### src/rtl/serial_subtractor.sv
// Purpose : bit-serial unsigned subtractor, diff = (a - b) mod 2^WIDTH, LSB first, one bit per clock.
// Latency : start accepted at edge 0, done pulses in the cycle after edge WIDTH (one op every WIDTH+2 cycles).
// Backpres: none; start is only sampled in IDLE, requests while busy/done are dropped, no queueing.
//
// Ports:
//   clk, rst_n     clock (rising edge) and asynchronous active-low reset
//   start, a, b    operation request and operands (captured on the accepting edge)
//   busy           high while bits are being processed
//   done           one-cycle pulse when diff/borrow carry a new result
//   diff, borrow   registered result; held until the next completion
module serial_subtractor #(
    parameter int WIDTH = 8
) (
    input  logic             clk,
    input  logic             rst_n,
    input  logic             start,
    input  logic [WIDTH-1:0] a,
    input  logic [WIDTH-1:0] b,
    output logic             busy,
    output logic             done,
    output logic [WIDTH-1:0] diff,
    output logic             borrow
);

    localparam int CW = (WIDTH > 1) ? $clog2(WIDTH) : 1;
    localparam logic [CW-1:0] CNT_LAST = CW'(WIDTH - 1);

    typedef enum logic [1:0] {
        IDLE = 2'd0,
        RUN  = 2'd1,
        DONE = 2'd2
    } state_t;

    state_t           state_q,  state_d;
    logic [WIDTH-1:0] a_sh_q,   a_sh_d;
    logic [WIDTH-1:0] b_sh_q,   b_sh_d;
    logic [WIDTH-1:0] d_sh_q,   d_sh_d;
    logic             br_q,     br_d;
    logic [CW-1:0]    cnt_q,    cnt_d;
    logic [WIDTH-1:0] diff_q,   diff_d;
    logic             borrow_q, borrow_d;
    logic             busy_q,   busy_d;
    logic             done_q,   done_d;

    // Full-subtractor cell on the current LSBs.
    logic             a0;
    logic             b0;
    logic             d_bit;
    logic             br_nxt;
    logic [WIDTH-1:0] d_sh_nxt;

    always_comb begin
        a0     = a_sh_q[0];
        b0     = b_sh_q[0];
        d_bit  = a0 ^ b0 ^ br_q;
        br_nxt = (~a0 & b0) | (~(a0 ^ b0) & br_q);

        // New difference bit enters at the MSB so that after WIDTH shifts
        // bit 0 of the result sits at position 0. Written as shift-then-set
        // so it also works for WIDTH == 1.
        d_sh_nxt            = d_sh_q >> 1;
        d_sh_nxt[WIDTH-1]   = d_bit;
    end

    always_comb begin
        state_d  = state_q;
        a_sh_d   = a_sh_q;
        b_sh_d   = b_sh_q;
        d_sh_d   = d_sh_q;
        br_d     = br_q;
        cnt_d    = cnt_q;
        diff_d   = diff_q;
        borrow_d = borrow_q;
        busy_d   = busy_q;
        done_d   = done_q;

        case (state_q)
            IDLE: begin
                if (start) begin
                    a_sh_d  = a;
                    b_sh_d  = b;
                    d_sh_d  = '0;
                    br_d    = 1'b0;
                    cnt_d   = '0;
                    busy_d  = 1'b1;
                    state_d = RUN;
                end
            end
            RUN: begin
                a_sh_d = a_sh_q >> 1;
                b_sh_d = b_sh_q >> 1;
                d_sh_d = d_sh_nxt;
                br_d   = br_nxt;
                cnt_d  = cnt_q + CW'(1);
                if (cnt_q == CNT_LAST) begin
                    // Result registers only change here, so they hold
                    // through DONE, IDLE and the whole next RUN.
                    diff_d   = d_sh_nxt;
                    borrow_d = br_nxt;
                    busy_d   = 1'b0;
                    done_d   = 1'b1;
                    state_d  = DONE;
                end
            end
            DONE: begin
                done_d  = 1'b0;
                state_d = IDLE;
            end
            default: begin
                busy_d  = 1'b0;
                done_d  = 1'b0;
                state_d = IDLE;
            end
        endcase
    end

    always_ff @(posedge clk or negedge rst_n) begin
        if (!rst_n) begin
            state_q  <= IDLE;
            a_sh_q   <= '0;
            b_sh_q   <= '0;
            d_sh_q   <= '0;
            br_q     <= 1'b0;
            cnt_q    <= '0;
            diff_q   <= '0;
            borrow_q <= 1'b0;
            busy_q   <= 1'b0;
            done_q   <= 1'b0;
        end else begin
            state_q  <= state_d;
            a_sh_q   <= a_sh_d;
            b_sh_q   <= b_sh_d;
            d_sh_q   <= d_sh_d;
            br_q     <= br_d;
            cnt_q    <= cnt_d;
            diff_q   <= diff_d;
            borrow_q <= borrow_d;
            busy_q   <= busy_d;
            done_q   <= done_d;
        end
    end

    assign busy   = busy_q;
    assign done   = done_q;
    assign diff   = diff_q;
    assign borrow = borrow_q;

endmodule
### config.mk
export PLATFORM = sky130hd
export DESIGN_NAME = serial_subtractor
export DESIGN_NICKNAME = d
export VERILOG_FILES = /design/src/rtl/serial_subtractor.sv
export SDC_FILE = /design/constraint.sdc
export NUM_CORES = 1
export LEC_CHECK = 0
export CORE_ASPECT_RATIO = 0.9
export CORE_MARGIN = 2
export CORE_UTILIZATION = 30
export DETAILED_ROUTE_END_ITERATION = 10
export GPL_ROUTABILITY_DRIVEN = 0
export SYNTH_ARGS = -nofsm -noshare
export SYNTH_HDL_FRONTEND = slang
export SYNTH_SLANG_ARGS = --single-unit
### constraint.sdc
create_clock -name clk -period 2.79 [get_ports clk]
set_clock_uncertainty 0.2 [all_clocks]
set_input_delay 0.279 -clock clk [delete_from_list [all_inputs] [get_ports clk]]
set_output_delay 0.279 -clock clk [all_outputs]
set_load 0.005 [all_outputs]
Yosys cells after proc, flatten, opt, wreduce, memory -nomap -nowiden --
Cells that the tools add are included.
Word-level totals: logic and storage cells 50, bits in registers 41
Cells by class: eq/ne operators 5, reduce and logical (&&, ||, !) cells 7, mux-type cells 18, bitwise logic cells 9, add/sub/neg operators 1
Operators with widths (count):
- $pmux W8 S2 | 3
- $mux W8 | 3
- $reduce_and A2 Y1 | 4
- $pmux W3 S2 | 1
- $mux W1 | 4
- $mux W2 | 2
- $ne A2 B2 Y1 const B | 2
- $not A1 Y1 | 4
- $pmux W1 S2 | 2
- $pmux W2 S2 | 1
- $add A3 B1 Y3 const B | 1
- $eq A3 B3 Y1 const B | 1
- $mux W3 | 1
- $pmux W1 S3 | 1
- $reduce_and A3 Y1 | 1
- $and A1 B1 Y1 | 2
- $eq A2 B1 Y1 const B | 1
- $eq A2 B2 Y1 const B | 1
- $logic_not A2 Y1 | 1
- $reduce_bool A2 Y1 | 1
- $xor A1 B1 Y1 | 2
- $or A1 B1 Y1 | 1

Longest topological paths before layout --
Gate-level depths: netlist (run 1).
depth in word-level cells 5, gate-level depth with buffers 6

Least setup slack after synthesis (run 1) --
No wires, ideal clock.
path type register -> register, start register cnt_q[0], end register diff_q[1], in the netlist diff[1], clock period less this slack 1.642 ns, stages on the path, launching flop included 6, arrival 1.317 ns, path slack 1.148 ns, cells stage by stage dfrtp_1 -> ha_1 -> ha_1 -> nand3b_4 -> buf_6 -> mux2_4
Between the ends: longest elaborated chain between the ends 2
RTL lines:
- from (decl) | line 39 | logic [CW-1:0] cnt_q, cnt_d;
- from (signal assigned) | line 135 | cnt_q <= cnt_d;
- $eq A3 B3 Y1 | line 95 | if (cnt_q == CNT_LAST) begin
- $reduce_and A2 Y1 (no source line)
- to (signal assigned) | line 136 | diff_q <= diff_d;
- to (decl) | line 40 | logic [WIDTH-1:0] diff_q, diff_d;
No other way between the ends. A chain may end at the register's enable or synchronous reset.

Worst setup path after layout (run 1) --
start register cnt_q[0], end register diff_q[0], in the netlist diff[0]
The elaborated chain is that of the path after synthesis.

==> flow_summary_export.csv, run 1 <==
group,metric,value,unit
status,status,"completed",
global_routing,grt_usage,0.109,
yosys,post-synth-top-area-fraction,0.575,
floorplan,std_cell_rows,26,
sta,tns,0,ps
pwr,switching_share,0.318,
sta,setup_violations,0,
layout,drive_above_1_share,0.139,
worst_setup_path,crit_path_max_fanout,11,
worst_setup_path,critPathArrivalTime,1740,ps
clock_network,hold_buffers,1,
pwr,combPwrFrac,0.360,
global_routing,grt_max_degree,41,
routing,dr.pass1.iters,4,
yosys,async_reset_ff_frac,1.00,
sta,timing.final.crit_share,0.629,
pwr,internal_power,1.60,mW
pwr,seq_power_share,0.438,
placement,io_buffer_count,29,
sta,finalHoldViolCount,0,
routing,vias_per_cell,4.84,
sta,maxSlewHeadroom,0.404,
pwr,peakVddDrop,0.432,mV
clock_network,postCtsSetupBuffers,0,
sta,slew_viol_final,0,
worst_setup_path,worstPathRequired,2770,ps
yosys,synth.area.top_cells,"dfrtp_1, o22ai_1, mux2_4, a22o_1, a21oi_1",
clock_network,htree_levels,2,
pwr,p_leak,0.955,nW
pwr,switchingPower,0.746,mW
clock_network,cts_max_path_buffers,2,
layout,antenna_cells,0,
clock_network,cts_resized,0,
yosys,synthCells,144,
yosys,yosysUniqueCellTypes,27,
yosys,synth_area_leader_cell,"dfrtp_1",
routing,wl,3.36,mm
run,cap_viol_max_count,0,
yosys,ys_ff_latch,40,
floorplan,dieHeight,76.3,um
yosys,synth_common_cells,"dfrtp_1, o22ai_1, a21oi_1, nor2_1, a22o_1",
worst_setup_path,start_kind,"register",
yosys,synthFlopType,"dfrtp_1",
floorplan,io_pins,30,
global_routing,grt_pass1_wl,5.55,mm
sta,max_freq,570,MHz
layout,final_area,2160,um^2
clock_network,numCtsBuffers,5,
sta,rsz0062_at_grt,"no",
yosys,syn_avg_cell_area,12.1,um^2
clock_network,clk_pin_slew_worst_paths,80,ps
global_routing,grt_pass1_vias,1118,
placement,dpl_cell_area,2040,um^2
routing,wl_per_cell,13.8,um
pwr,p_per_area,1090,nW/um^2
floorplan,die_x,84.3,um
floorplan,floorplan.initialDensity,0.309,
layout,areaGrowthSynthToFinish,23.9,%
clock_network,clock_sinks,40,
floorplan,core,5630,um^2
yosys,syn-cell-area,1740,um^2
clock_network,cts_tree,"built",
clock_network,clk_latency,290,ps
pwr,pwr-share-clk,0.202,
routing,drc,0,
layout,fillCellCount,560,
global_routing,antenna_found_initial,0,
worst_setup_path,path_class,"register to register",
yosys,synth_fp_nets,166,
yosys,synth-edff-count,0,
layout,finalNetCount,194,
hold_path,hp-class,"register to register",
floorplan,dieArea,6430,um^2
placement,dp_hpwl,2.22,mm
sta,worst_pin_slew,894,ps
clock_network,cts_root_buf,"clkbuf_8",
global_routing,grt_overflow,0,
worst_setup_path,end_kind,"register",
routing,postRouteAntennaNets,0,
sta,min_period,1750,ps
yosys,yosysMostFrequentCell,"dfrtp_1",
yosys,ys_warn_count,0,
yosys,synth_seq_area_share,0.575,
routing,vias,1176,
routing,drt_iter0_drc,56,
[metal layers]
| metal | global-route usage | up-vias | part of all wire |
|---|---|---|---|
| met5 | 0 | - | 0 |
| li1 | - | 576 | - |
| met3 | 0.0303 | 4 | 0.036 |
| met4 | 0.0452 | 0 | 0.012 |
| met2 | 0.150 | 26 | 0.43 |
| met1 | 0.160 | 570 | 0.52 |
[state kept, by name, indices dropped and copies added, names as in the netlist]
| signal | count |
|---|---|
| a_sh_q | 8 |
| b_sh_q | 8 |
| borrow | 1 |
| br_q | 1 |
| busy | 1 |
| cnt_q | 3 |
| d_sh_q | 7 |
| diff | 8 |
| done | 1 |
| state_q | 2 |
[cell families (layout without fill, tap and decap cells)]
family          after synthesis  count (layout)  synth area share
mux                           8               8            0.0668
simple gates                 27              27            0.0862
flops                        40              40             0.575
compound gates               51              51             0.187
fa+ha+maj                     3               3            0.0259
buf+inv                      15              44            0.0596
[critical path: stages (launching register included)]
cell	delay, ps
dfrtp_1	400
ha_1	210
ha_1	260
nand3b_4	220
mux2_2	360
[path summary, 6_finish.rpt]
check	start	endpoint	slack [ps]	depth (start not counted)
setup / recovery	cnt_q[0]	diff[0]	1040	4
hold / removal	borrow	borrow	290	2
max in group asynchronous	rst_n	a_sh_q[6]	1380	2
setup reg to reg	cnt_q[0]	diff[0]	1040	4
hold reg to reg	borrow	borrow	290	2
min in group asynchronous	rst_n	b_sh_q[0]	450	2
[through the flow]
stage / worst slack, ps / instances / util / total power [mW] / hold slack, ps
floorplan: 1150 / 144 / - / 1.62 / -217
detailed placement: 831 / 234 / 0.362 / 1.89 / 265
finish: 1040 / 243 / 0.384 / 2.34 / 293
CTS: 1020 / 243 / 0.384 / 2.38 / 302
global route: 965 / 243 / 0.384 / 2.53 / 328
global placement: 855 / 234 / 0.362 / 1.87 / 266
[cell type report]
cell class | count | area [um^2] | share of cell area
clock buffers | 5 | 68.8 | 0.0319
clock inverters | 3 | 42.5 | 0.0197
inverters | 5 | 18.8 | 0.00870
multi-input cells | 89 | 637 | 0.295
flip-flops and latches | 40 | 1000 | 0.464
well taps | 70 | 87.6 | 0.0406
repair buffers | 31 | 303 | 0.140
[cells in the final DEF, fill, tap and decap left out, types with 5 or more instances in the layout]
cell type        netlist  final
clkdlybuf4s50_1        0     28
dfrtp_1               40     40
o21ai_0                5      5
clkbuf_8               0      5
mux2_4                 7      7
a22o_1                 9      9
nor2_1                13     13
a21oi_1               15     15
o22ai_1               19     19
nand2_1                5      5
[power groups by stage]
| stage | Combinational [mW] | Sequential (mW) | Clock, mW |
|---|---|---|---|
| floorplan | 0.633 | 0.988 | 0 |
| global placement | 0.831 | 1.04 | 0 |
| global route | 0.946 | 1.07 | 0.509 |
| CTS | 0.861 | 1.03 | 0.486 |
| finish | 0.843 | 1.03 | 0.473 |
| detailed placement | 0.854 | 1.04 | 0 |
Power figures use the tool's default switching activity.
==> run 2, diff against run 1 <==
==> constraint.sdc (replaced) <==
create_clock -name clk -period 1.6 [get_ports clk]
set_clock_uncertainty 0.2 [all_clocks]
set_input_delay 0.16 -clock clk [delete_from_list [all_inputs] [get_ports clk]]
set_output_delay 0.16 -clock clk [all_outputs]
set_load 0.005 [all_outputs]
==> flow_summary_export.csv, run 2 (synthesis results as in run 1) <==
group,metric,value,unit
clock_network,cts_root_buf,"clkbuf_8",
routing,vias,1253,
layout,areaGrowthSynthToFinish,33.2,%
floorplan,io_pins,30,
sta,slew_viol_final,0,
placement,io_buffer_count,29,
global_routing,met2_usage,0.175,
clock_network,numCtsBuffers,5,
floorplan,die_x,84.3,um
sta,worst_pin_slew,458,ps
clock_network,clock_sinks,40,
sta,maxSlewHeadroom,0.695,
worst_setup_path,critPathSlowestCell,"dfrtp_1",
layout,fin_util,0.412,
routing,drc,0,
layout,finalNetCount,210,
status,status,"completed",
floorplan,dieHeight,76.3,um
pwr,power,4.33,mW
worst_setup_path,slowest_delay,390,ps
global_routing,antenna_found_initial,0,
worst_setup_path,worstPathRequired,1580,ps
global_routing,grt_pass1_wl,6.28,mm
sta,rsz0062_at_grt,"no",
routing,wl_per_cell,14.5,um
global_routing,grt_usage,0.124,
routing,drt_iter0_drc,72,
sta,tns,0,ps
worst_setup_path,end_kind,"register",
sta,max_freq,649,MHz
worst_setup_path,critPathArrivalTime,1530,ps
floorplan,dieArea,6430,um^2
routing,postRouteAntennaNets,0,
clock_network,clk_pin_slew_worst_paths,90,ps
placement,dp_hpwl,2.52,mm
hold_path,hp-class,"input port to asynchronous set/reset pin",
worst_setup_path,crit_family,"flip-flops",
clock_network,cts_max_path_buffers,2,
routing,vias_per_cell,4.84,
run,cap_viol_max_count,0,
sta,finalHoldViolCount,0,
worst_setup_path,crit_chain,"ha_2 > ha_4 > nand3b_4 > mux2_4",
global_routing,met1_usage,0.181,
sta,setup_violations,0,
global_routing,grt_overflow,0,
clock_network,cts_tree,"built",
floorplan,floorplan.initialDensity,0.309,
layout,antenna_cells,0,
global_routing,grt-busiest-layer,"met1",
pwr,p_leak,1.04,nW
routing,wl,3.75,mm
pwr,p_per_area,1870,nW/um^2
global_routing,grt_pass1_vias,1250,
worst_setup_path,start_kind,"register",
sta,hold_slack,95.7,ps
sta,timing.final.crit_share,0.963,
clock_network,clk_latency,300,ps
worst_setup_path,path_class,"register to register",
global_routing,grt_max_degree,18,
routing,dr.pass1.iters,4,
sta,min_period,1540,ps
pwr,peakVddDrop,0.749,mV
global_routing,use_met3,0.0325,
worst_setup_path,cp_num_buf_inv,0,
worst_setup_path,crit_path_max_fanout,5,
layout,final_cell_mix,"dfrtp_1, clkdlybuf4s50_1, o22ai_1, buf_4, a21oi_1",
floorplan,core,5630,um^2
layout,final_common_cell,"dfrtp_1",
clock_network,htree_levels,2,
floorplan,std_cell_rows,26,
layout,drive_above_1_share,0.238,
-- run 2: cell types whose count changed in the layout (fill, tap and decap cells not counted), sizes merged --
| cell | previous run | this run |
|---|---|---|
| buf | 2 | 17 |
| nand3b | 1 | 2 |
-- run 2: final cells by class --
cell class	instances	area (um^2)
clock buffers	5	68.8
flip-flops and latches	40	1000
well taps	70	87.6
inverters	5	18.8
fillers	560	3310
repair buffers	46	415
multi-input cells	90	686
clock inverters	3	42.5
-- run 2: path summary, 6_finish.rpt --
| kind | startpoint | end | slack, ps | depth (start not counted) |
|---|---|---|---|---|
| setup / recovery | cnt_q[1] | diff[0] | 60 | 4 |
| hold / removal | rst_n | diff[5] | 100 | 2 |
| setup reg to reg | cnt_q[1] | diff[0] | 60 | 4 |
| hold reg to reg | borrow | borrow | 290 | 2 |
| max in group asynchronous | rst_n | b_sh_q[3] | 550 | 3 |
| min in group clk | b[7] | b_sh_q[7] | 250 | 3 |
-- run 2: worst register-to-register path, delay by kind of cell (launching register included) --
family / cells / cell delay [ps]
fa+ha+maj: 2 / 390
mux: 1 / 310
simple gates: 1 / 140
flops: 1 / 390
-- run 2: per-stage QoR --
stage	area [um^2]	setup WS [ps]	instances
detailed placement	2140	-147	248
CTS	2290	-11.0	259
global placement	2140	-109	248
finish	2320	58.5	259
floorplan	1740	0.598	144
global route	2320	17.4	259
-- run 2: report_power, final --
part | switching, mW | leakage (nW) | internal [mW]
combinational | 0.709 | 0.504 | 1.00
clock | 0.378 | 0.0541 | 0.462
sequential | 0.310 | 0.486 | 1.47
-- run 2: per-layer routing --
metal	part of all wire	vias up
met2	0.45	25
met3	0.037	6
met1	0.50	613
met5	0	-
met4	0.018	0
li1	-	609
-- run 2: what timing repair did --
item                       4_1_cts  5_1_grt
hold buffers                     1        0
setup buffers                    1        0
gates resized for setup          1        6
hold endpoints to repair        40        0
cloned                           1        0
pin swaps                        1        1
setup endpoints to repair        8       19
==> run 3, diff against run 2 <==
--- a/config.mk
+++ b/config.mk
@@ -10,6 +10,7 @@
 export CORE_UTILIZATION = 30
 export DETAILED_ROUTE_END_ITERATION = 10
 export GPL_ROUTABILITY_DRIVEN = 0
+export SLEW_MARGIN = 20
 export SYNTH_ARGS = -nofsm -noshare
 export SYNTH_HDL_FRONTEND = slang
 export SYNTH_SLANG_ARGS = --single-unit
==> constraint.sdc (replaced) <==
create_clock -name clk -period 1.6 [get_ports clk]
set_clock_uncertainty 0.2 [all_clocks]
set_input_delay 0.32 -clock clk [delete_from_list [all_inputs] [get_ports clk]]
set_output_delay 0.32 -clock clk [all_outputs]
set_load 0.005 [all_outputs]
==> flow_summary_export.csv, run 3 (synthesis results as in run 1) <==
group,metric,value,unit
worst_setup_path,r2r-end,"diff[0]",
routing,vias,1250,
layout,final_area,2340,um^2
layout,fin_util,0.416,
worst_setup_path,end_kind,"register",
global_routing,grt-busiest-layer,"met1",
routing,postRouteAntennaNets,0,
layout,antenna_cells,0,
clock_network,clk_latency,290,ps
sta,hold_slack,293,ps
layout,final_common_cell,"dfrtp_1",
sta,finalHoldViolCount,0,
hold_path,hp-class,"register to register",
sta,timing.final.crit_share,0.983,
status,status,"completed",
floorplan,dieArea,6430,um^2
layout,fin_cells,263,
global_routing,antenna_found_initial,0,
clock_network,numCtsBuffers,5,
placement,io_buffer_count,29,
global_routing,met2_usage,0.154,
placement,dp.cells,246,
sta,max_freq,636,MHz
sta,slew_viol_final,0,
sta,rsz0062_at_grt,"yes",
pwr,peakVddDrop,0.744,mV
sta,min_period,1570,ps
worst_setup_path,worstPathRequired,1570,ps
layout,final_cell_mix,"dfrtp_1, o22ai_1, buf_4, clkdlybuf4s50_1, a21oi_1",
global_routing,grt_usage,0.118,
floorplan,core,5630,um^2
placement,pre_cts_slack,-138,ps
placement,dpl_cell_area,2140,um^2
layout,drive_above_1_share,0.254,
sta,worst_pin_slew,303,ps
hold_path,min_from,"busy",
global_routing,met1_usage,0.179,
clock_network,htree_levels,2,
floorplan,io_pins,30,
floorplan,die_x,84.3,um
worst_setup_path,reg2reg_depth,4,
global_routing,use_met3,0.0303,
hold_path,hold_end,"busy",
routing,drc,0,
global_routing,grt_pass1_wl,5.91,mm
pwr,p_per_area,1830,nW/um^2
routing,drt_iter0_drc,72,
worst_setup_path,critPathArrivalTime,1540,ps
placement,dp_hpwl,2.28,mm
clock_network,cts_tree,"built",
floorplan,floorplan.initialDensity,0.309,
worst_setup_path,crit_path_max_fanout,6,
pwr,power,4.28,mW
sta,setup_violations,0,
sta,maxSlewHeadroom,0.798,
clock_network,clk_pin_slew_worst_paths,80,ps
worst_setup_path,start_kind,"register",
floorplan,std_cell_rows,26,
global_routing,grt_pass1_vias,1220,
routing,vias_per_cell,4.75,
routing,wl_per_cell,13.6,um
worst_setup_path,path_class,"register to register",
clock_network,cts_max_path_buffers,2,
global_routing,grt_overflow,0,
run,cap_viol_max_count,0,
routing,dr.pass1.iters,4,
routing,wl,3.59,mm
worst_setup_path,r2r_slack,30,ps
floorplan,dieHeight,76.3,um
clock_network,cts_root_buf,"clkbuf_8",
sta,fin_ws,27.9,ps
clock_network,clock_sinks,40,
sta,tns,0,ps
layout,areaGrowthSynthToFinish,34.6,%
global_routing,grt_max_degree,41,
hold_path,holdPathStages,2,
layout,finalNetCount,214,
pwr,p_leak,1.09,nW
worst_setup_path,r2r-start,"cnt_q[1]",
run 3: per-layer routing:
metal | wire length (um) | share of wire
met2 | 1490 | 0.42
met5 | 0 | 0
met3 | 166 | 0.046
met4 | 70 | 0.020
met1 | 1860 | 0.52
run 3: how the worst max path moves through the flow:
stage	depth (start not counted)	end	slack, ps	startpoint
global route	4	diff[0]	-8	cnt_q[0]
floorplan	5	diff[1]	0.6	cnt_q[0]
global placement	5	a_sh_q[0]	-100	start
finish	4	diff[0]	30	cnt_q[1]
CTS	4	diff[0]	30	cnt_q[0]
detailed placement	4	a_sh_q[6]	-140	start
run 3: critical path: stages (launching register included):
cell	delay (ps)
dfrtp_1	390
ha_2	200
ha_4	180
nand3b_4	150
mux2_4	310
run 3: what timing repair did:
| action | 4_1_cts | 5_1_grt |
|---|---|---|
| hold buffers | 1 | 0 |
| hold endpoints to repair | 40 | 0 |
| pin swaps | 0 | 1 |
| resized for setup | 15 | 3 |
| setup endpoints to repair | 19 | 8 |
| cloned | 1 | 0 |
| setup buffers | 7 | 0 |
run 3: final cells by class:
class,instances,area (um^2)
fill,565,3280
sequential,40,1000
multi-input combinational,90,678
timing repair buffer,50,444
tap,70,87.6
clock buffer,5,68.8
clock inverter,3,42.5
inverter,5,18.8
run 3: report_power, final:
part	internal (mW)	switching, mW
Clock	0.462	0.363
Combinational	0.969	0.689
Sequential	1.48	0.324
